[src/rtl/lfsr_fair_arbiter_if.sv]
`default_nettype none
// ----------------------------------------------------------------------------
// lfsr_fair_arbiter_if : request/grant bundle between requesters and arbiter
// Rev 1.0
// ----------------------------------------------------------------------------
interface lfsr_fair_arbiter_if #(
  parameter int NUM_REQS   = 8,
  parameter int LFSR_WIDTH = 16
);
  localparam int IDXW = $clog2(NUM_REQS);

  logic [LFSR_WIDTH-1:0] lfsr_seed;
  logic                  seed_load;
  logic                  mode;
  logic [NUM_REQS-1:0]   req;
  logic [NUM_REQS-1:0]   grant;
  logic [IDXW-1:0]       grant_idx;
  logic                  grant_valid;
  logic                  starve_event;

  modport master (
    output lfsr_seed, seed_load, mode, req,
    input  grant, grant_idx, grant_valid, starve_event
  );

  modport slave (
    input  lfsr_seed, seed_load, mode, req,
    output grant, grant_idx, grant_valid, starve_event
  );
endinterface
`default_nettype wire

[src/rtl/lfsr_fair_arbiter.sv]
`default_nettype none
// ----------------------------------------------------------------------------
// lfsr_fair_arbiter : LFSR-random / round-robin arbiter with bounded hold
//                     time and a starvation override.
// Rev 1.0
// ----------------------------------------------------------------------------
module lfsr_fair_arbiter #(
  parameter int                    NUM_REQS     = 8,
  parameter int                    LFSR_WIDTH   = 16,
  parameter logic [LFSR_WIDTH-1:0] LFSR_TAPS    = 16'hB400,
  parameter int                    HOLD_CYCLES  = 4,
  parameter int                    STARVE_LIMIT = 16
) (
  input  logic               clk,
  input  logic               rst,
  lfsr_fair_arbiter_if.slave bus
);
  localparam int IDXW  = $clog2(NUM_REQS);
  localparam int c_HW  = (HOLD_CYCLES > 1) ? $clog2(HOLD_CYCLES) : 1;
  localparam int c_WW  = $clog2(STARVE_LIMIT + 1);
  localparam int c_IW1 = IDXW + 1;
  localparam logic [IDXW:0]     c_NUM       = c_IW1'(NUM_REQS);
  localparam logic [IDXW-1:0]   c_LAST      = IDXW'(NUM_REQS - 1);
  localparam logic [c_HW-1:0]   c_HOLD_LAST = c_HW'(HOLD_CYCLES - 1);
  localparam logic [c_WW-1:0]   c_LIMIT     = c_WW'(STARVE_LIMIT);

  typedef enum logic {ST_IDLE = 1'b0, ST_HOLD = 1'b1} state_t;

  state_t                r_state;
  logic [LFSR_WIDTH-1:0] r_lfsr;
  logic [NUM_REQS-1:0]   r_grant;
  logic [IDXW-1:0]       r_owner;
  logic [IDXW-1:0]       r_last_idx;
  logic [c_HW-1:0]       r_hold_cnt;
  logic [c_WW-1:0]       r_wait [NUM_REQS];
  logic                  r_starve;

  logic [LFSR_WIDTH-1:0] w_seed_val;
  logic [IDXW:0]         w_rnd_ext, w_sum;
  logic [IDXW-1:0]       w_rnd_start, w_rr_start, w_start, w_off, w_norm;
  logic [IDXW-1:0]       w_starve_idx, w_win;
  logic [NUM_REQS-1:0]   w_rot, w_starved, w_win_oh;
  logic                  w_any, w_any_starved, w_arb;

  assign w_seed_val  = (bus.lfsr_seed == '0) ? LFSR_WIDTH'(1) : bus.lfsr_seed;

  // 2^IDXW < 2*NUM_REQS, so a single subtraction folds the LFSR slice into range
  assign w_rnd_ext   = {1'b0, r_lfsr[IDXW-1:0]};
  assign w_rnd_start = (w_rnd_ext >= c_NUM) ? IDXW'(w_rnd_ext - c_NUM) : r_lfsr[IDXW-1:0];
  assign w_rr_start  = (r_last_idx == c_LAST) ? '0 : r_last_idx + 1'b1;
  assign w_start     = bus.mode ? w_rr_start : w_rnd_start;

  // Rotate so the start index sits at bit 0; the first set bit is the offset
  assign w_rot  = NUM_REQS'({bus.req, bus.req} >> w_start);
  assign w_sum  = {1'b0, w_start} + {1'b0, w_off};
  assign w_norm = (w_sum >= c_NUM) ? IDXW'(w_sum - c_NUM) : w_sum[IDXW-1:0];

  always_comb begin
    w_off        = '0;
    w_starve_idx = '0;
    w_starved    = '0;
    for (int i = NUM_REQS - 1; i >= 0; i--) begin
      if (w_rot[i]) w_off = IDXW'(i);
      if (bus.req[i] && (r_wait[i] == c_LIMIT)) begin
        w_starved[i] = 1'b1;
        w_starve_idx = IDXW'(i);
      end
    end
  end

  assign w_any         = |bus.req;
  assign w_any_starved = |w_starved;
  assign w_win         = w_any_starved ? w_starve_idx : w_norm;
  assign w_win_oh      = NUM_REQS'(1) << w_win;
  assign w_arb         = (r_state == ST_IDLE) || !bus.req[r_owner] ||
                         (r_hold_cnt == c_HOLD_LAST);

  always_ff @(posedge clk) begin
    if (rst || bus.seed_load) r_lfsr <= w_seed_val;
    else                      r_lfsr <= (r_lfsr >> 1) ^ (r_lfsr[0] ? LFSR_TAPS : '0);
  end

  always_ff @(posedge clk) begin
    for (int i = 0; i < NUM_REQS; i++) begin
      if (rst || !bus.req[i] || r_grant[i]) r_wait[i] <= '0;
      else if (r_wait[i] != c_LIMIT)        r_wait[i] <= r_wait[i] + 1'b1;
    end
  end

  always_ff @(posedge clk) begin
    if (rst) begin
      r_state    <= ST_IDLE;
      r_grant    <= '0;
      r_owner    <= '0;
      r_last_idx <= c_LAST;
      r_hold_cnt <= '0;
      r_starve   <= 1'b0;
    end else if (w_arb) begin
      r_hold_cnt <= '0;
      if (w_any) begin
        r_state    <= ST_HOLD;
        r_grant    <= w_win_oh;
        r_owner    <= w_win;
        r_last_idx <= w_win;
        r_starve   <= w_any_starved;
      end else begin
        r_state    <= ST_IDLE;
        r_grant    <= '0;
        r_owner    <= '0;
        r_starve   <= 1'b0;
      end
    end else begin
      r_hold_cnt <= r_hold_cnt + 1'b1;
      r_starve   <= 1'b0;
    end
  end

  assign bus.grant        = r_grant;
  assign bus.grant_idx    = r_owner;
  assign bus.grant_valid  = |r_grant;
  assign bus.starve_event = r_starve;
endmodule
`default_nettype wire

[src/flat_wrapper.sv]
// flat-port wrapper written by rule: the top's interface ports become plain ports
module lfsr_fair_arbiter_flat 
#(
  parameter int                    NUM_REQS     = 8,
  parameter int                    LFSR_WIDTH   = 16,
  parameter logic [LFSR_WIDTH-1:0] LFSR_TAPS    = 16'hB400,
  parameter int                    HOLD_CYCLES  = 4,
  parameter int                    STARVE_LIMIT = 16
)
  (clk, rst, bus_lfsr_seed, bus_seed_load, bus_mode, bus_req, bus_grant, bus_grant_idx, bus_grant_valid, bus_starve_event);
  lfsr_fair_arbiter_if #(.NUM_REQS(NUM_REQS), .LFSR_WIDTH(LFSR_WIDTH)) bus_i ();
  input  logic clk;
  input  logic rst;
  input wire logic [$bits(bus_i.lfsr_seed)-1:0] bus_lfsr_seed;
  input wire logic [$bits(bus_i.seed_load)-1:0] bus_seed_load;
  input wire logic [$bits(bus_i.mode)-1:0] bus_mode;
  input wire logic [$bits(bus_i.req)-1:0] bus_req;
  output wire logic [$bits(bus_i.grant)-1:0] bus_grant;
  output wire logic [$bits(bus_i.grant_idx)-1:0] bus_grant_idx;
  output wire logic [$bits(bus_i.grant_valid)-1:0] bus_grant_valid;
  output wire logic [$bits(bus_i.starve_event)-1:0] bus_starve_event;
  assign bus_i.lfsr_seed = bus_lfsr_seed;
  assign bus_i.seed_load = bus_seed_load;
  assign bus_i.mode = bus_mode;
  assign bus_i.req = bus_req;
  assign bus_grant = bus_i.grant;
  assign bus_grant_idx = bus_i.grant_idx;
  assign bus_grant_valid = bus_i.grant_valid;
  assign bus_starve_event = bus_i.starve_event;
  lfsr_fair_arbiter #(.NUM_REQS(NUM_REQS), .LFSR_WIDTH(LFSR_WIDTH), .LFSR_TAPS(LFSR_TAPS), .HOLD_CYCLES(HOLD_CYCLES), .STARVE_LIMIT(STARVE_LIMIT)) u_core (.clk(clk), .rst(rst), .bus(bus_i));
endmodule
[config.mk]
export PLATFORM = sky130hd
export DESIGN_NAME = lfsr_fair_arbiter_flat
export DESIGN_NICKNAME = d
export VERILOG_FILES = /design/src/rtl/lfsr_fair_arbiter_if.sv /design/src/rtl/lfsr_fair_arbiter.sv /design/src/flat_wrapper.sv
export SDC_FILE = /design/constraint.sdc
export NUM_CORES = 1
export LEC_CHECK = 0
export ABC_AREA = 1
export CAP_MARGIN = 10
export CORE_MARGIN = 10
export CORE_UTILIZATION = 45
export DETAILED_ROUTE_END_ITERATION = 12
export PLACE_DENSITY_LB_ADDON = 0.3
export RECOVER_POWER = 25
export SYNTH_ARGS = -nofsm -noshare
export SYNTH_HDL_FRONTEND = slang
export SYNTH_SLANG_ARGS = --single-unit
[constraint.sdc]
create_clock -name clk -period 3.6 [get_ports clk]
set_clock_uncertainty 0.15 [all_clocks]
set_input_delay 0.72 -clock clk [delete_from_list [all_inputs] [get_ports clk]]
set_output_delay 0.72 -clock clk [all_outputs]
set_load 0.01 [all_outputs]
==> metrics.md, run 1 <==
| Metric | Value |
|---|---|
| Run status | complete, no violations |
| Worst path most repeated cell | nand2_1 |
| Ys Warns | 0 |
| Worst EP required | 3.70 ns |
| Vias in the first global route | 3789 |
| Clk slew on worst S/H paths | 0.08 ns |
| CP endpoint kind | flip-flop |
| CTS root buf | clkbuf_8 |
| FILL cells | 836 |
| Nets | 716 |
| Synth Area in Compound Gates | 0.0526 |
| Post-Synth XOR/XNOR Area | 0.0265 |
| Yosys top cell by area | edfxtp_1 |
| EDFF count, synth | 40 |
| Worst skew pair latency | 0.35 ns |
| Worst path max stage delay | 0.53 ns |
| Max Slew Vio Count | 0 |
| WL/cell | 12.9 um |
| Syn-to-layout area delta | 27.6% |
| Power Density | 608 mW/mm^2 |
| Worst Max-Slew Pin Slew | 0.545 ns |
| Max-Cap Viols | 0 |
| CTS Buffer Depth | 2 |
| DRC violations left | 0 |
| Via Count | 3964 |
| Height of the die | 118 um |
| Hold Path Class | reg2reg |
| Num Clock Sinks | 74 |
| Crit path kind | in2reg |
| Placeable Area | 0.00928 mm^2 |
| Site Rows | 35 |
| Worst setup SP type | input pin |
| Placed cell count | 784 |
| Post-synth ARST share | 0 |
| Mux contribution to synthesized area | 0 |
| Register area share after synthesis | 0.437 |
| Slew HR | 0.636 |
| Die Footprint | 0.0139 mm^2 |
| Synth Area in Simple Gates | 0.340 |
| CTS tree | built |
| Sequential cell area | 0.00188 mm^2 |
| CP bufs+invs | 4 |
| Layout cell share with drive strength beyond 1 | 0.141 |
| Worst EP arrival | 3.44 ns |
| Crit path time final | 3.34 ns |
| Post-synth top flop | edfxtp_1 |
| Largest family of logic cells by synthesized area | simple AND/OR/NAND/NOR gates |
| Leakage power | 2.57 nW |
| Adder-cell share of the synthesized area | 0.0628 |
| First-pass GRT wire length | 17.1 mm |
| Detailed Place HPWL | 8.18 mm |
| Total GRT Usage | 0.146 |
| Crit-path max FO | 5 |
| DRT antenna net count | 0 |
| Post-Syn Area | 0.00430 mm^2 |
| Initial antenna violation count | 0 |
| Utilization after layout | 0.592 |
| Mapped Nets | 618 |
| GRT Residual Overflow | 0 |
| Crit path max-delay family | simple AND/OR/NAND/NOR gates |
| Synth cell types | 35 |
| Post-synth top area share | 0.279 |
| Gate count after technology mapping | 569 |
| Cell Count, Final, Fillers Out | 801 |
| Multi-input logic area | 0.00211 mm^2 |
| Worst vdd rail ir drop | 0.000311 V |
| Worst path cell trace | clkdlybuf4s50_1 -> inv_1 -> nand3_1 -> nand3_1 -> nand2_1 -> nand2_1 -> nand2_1 -> a31oi_1 -> o21ai_1 -> nand2_1 -> a21boi_1 -> ha_1 -> inv_1 -> fa_1 -> xor2_1 -> inv_1 -> nand3_1 -> nand3_2 -> nand3_2 -> a21oi_2 |
| Ant diodes | 0 |
| Avg Vias per Cell | 4.95 |
| H-tree levels | 3 |
| #FFs+latches synth | 74 |
| Initial core utilization | 0.463 |
| Total CTS buffers | 9 |
| Crit-path slowest cell | clkdlybuf4s50_1 |
| Routability congestion estimate | 0.880 |
| Drt first-iter violations | 302 |
| Largest net degree at the start of global routing | 19 |
| Die width | 118 um |
| Final worst-path cycle share | 0.929 |
| Max Freq | 299 MHz |
| Port Buffers | 40 |
| Final number of setup-violating endpoints | 0 |
| IO Pins | 41 |
| Top post-synthesis cells by area | edfxtp_1, dfxtp_1, nand2_1, nand3_1, inv_1 |
| Post-CTS Setup Inserts | 0 |
| Final hold violation count | 0 |
| Total Wirelength | 10.3 mm |
| Drt first pass iters | 5 |
| Mean Syn Cell Area | 7.56 um^2 |
==> tightest hold or removal path: cells and delay by family (launching register included) <==
| kind | cells | cell delay (ns) |
|---|---|---|
| DFF | 1 | 0.31 |
| and+or+nand+nor | 2 | 0.10 |
==> cell usage after synthesis, types with 2 or more instances <==
master	number
edfxtp_1	40
buf_2	2
nor3_1	21
or2_2	4
xor2_1	6
nand3_2	3
clkbuf_1	4
dfxtp_1	34
o21ai_0	18
nor2_1	48
inv_1	77
xnor2_1	7
nor4_1	10
nor2_2	2
ha_1	20
o21ai_2	3
a21oi_1	16
nor3b_1	3
nand4_1	6
nand3_1	66
nand2_2	3
nand2_1	163
==> kinds of logic (layout without fill, tap and decap cells) <==
kind of cell,Yosys count,in the layout
fa+ha+maj,21,21
buf+inv,88,191
compound gates,41,41
flops,74,74
simple gates,332,332
xor+xnor,13,13
==> path summary, 6_finish.rpt <==
check	startpoint	to	cells after the start	slack, ns
min reg2reg	u_core.r_lfsr[9]$_DFF_P_	u_core.r_lfsr[8]$_DFF_P_	2	0.28
max	bus_req[5]	u_core.bus.grant_idx[2]$_SDFFE_PP0N_	20	0.26
min	u_core.r_lfsr[9]$_DFF_P_	u_core.r_lfsr[8]$_DFF_P_	2	0.28
max reg2reg	u_core.r_last_idx[1]$_SDFFE_PP1P_	u_core.bus.grant_idx[2]$_SDFFE_PP0N_	24	0.27
==> flip-flops by register name, summed over array words and instances, names as in the netlist <==
signal	flops
u_core.r_wait	40
u_core.r_lfsr	16
u_core.bus.grant	8
u_core.bus.grant_idx	3
u_core.r_last_idx	3
u_core.r_hold_cnt	2
u_core.bus.starve_event	1
u_core.r_state	1
==> where the power goes <==
part | total [mW] | internal, mW | switching (mW)
logic | 1.49 | 0.706 | 0.781
registers | 1.12 | 1.01 | 0.113
clock network | 0.731 | 0.397 | 0.335
total | 3.34 | 2.11 | 1.23
==> placed cells by master, fill, tap and decap left out, types with 3 or more instances in the layout <==
cell type	synthesis	final
buf_4	1	51
nand3_2	3	4
o21ai_0	18	16
nand2_1	163	163
xnor2_1	7	7
dfxtp_1	34	34
ha_1	20	19
a21oi_1	16	15
clkbuf_8	0	9
nor2_2	2	3
inv_1	77	77
nor2_1	48	47
nand4_1	6	6
clkdlybuf4s50_1	0	37
edfxtp_1	40	40
nor3_1	21	21
or2_2	4	4
nand3_1	66	65
nor4_1	10	10
xor2_1	6	6
inv_6	1	4
==> timing repair <==
action                                  in CTS  in global routing
gates cloned                                 0                  1
hold buffers                                 0                  0
pin swaps                                    0                  3
gates resized for setup                      2                 15
endpoints found under the hold margin        0                  0
endpoints found under the setup margin      10                 12
==> metrics by stage <==
stage	worst slack (ns)	total power [mW]	area (um^2)	hold slack, ns	setup TNS (ns)
after floorplan	0.345	1.90	4300	0.249	0
final	0.256	3.34	5490	0.284	0
after CTS	0.0311	3.30	5450	0.286	0
after global routing	-0.00397	3.58	5490	0.294	-0.00851
after global placement	-0.506	2.55	5230	0.256	-4.89
after detailed placement	-0.542	2.57	5230	0.267	-5.63
==> final cells by class <==
type | count | area share
inverters | 80 | 0.0556
flip-flops and latches | 74 | 0.343
repair buffers | 95 | 0.147
clock inverters | 7 | 0.0180
clock buffers | 9 | 0.0226
multi-input cells | 407 | 0.385
well taps | 129 | 0.0294
==> routing by layer <==
metal	vias up	track usage	wire (um)
met5	-	0	0
li1	2051	-	-
met1	1773	0.179	4860
met4	0	0.0510	135
met2	126	0.247	4870
met3	14	0.0293	484
(Power assumes the default switching activity.)
==> run 2, diff against run 1 <==
Settings changed: HOLD_SLACK_MARGIN from default to 0.06.
==> results of run 2 <==
No change in the layout: final DEF, timing and power equal those of run 1.
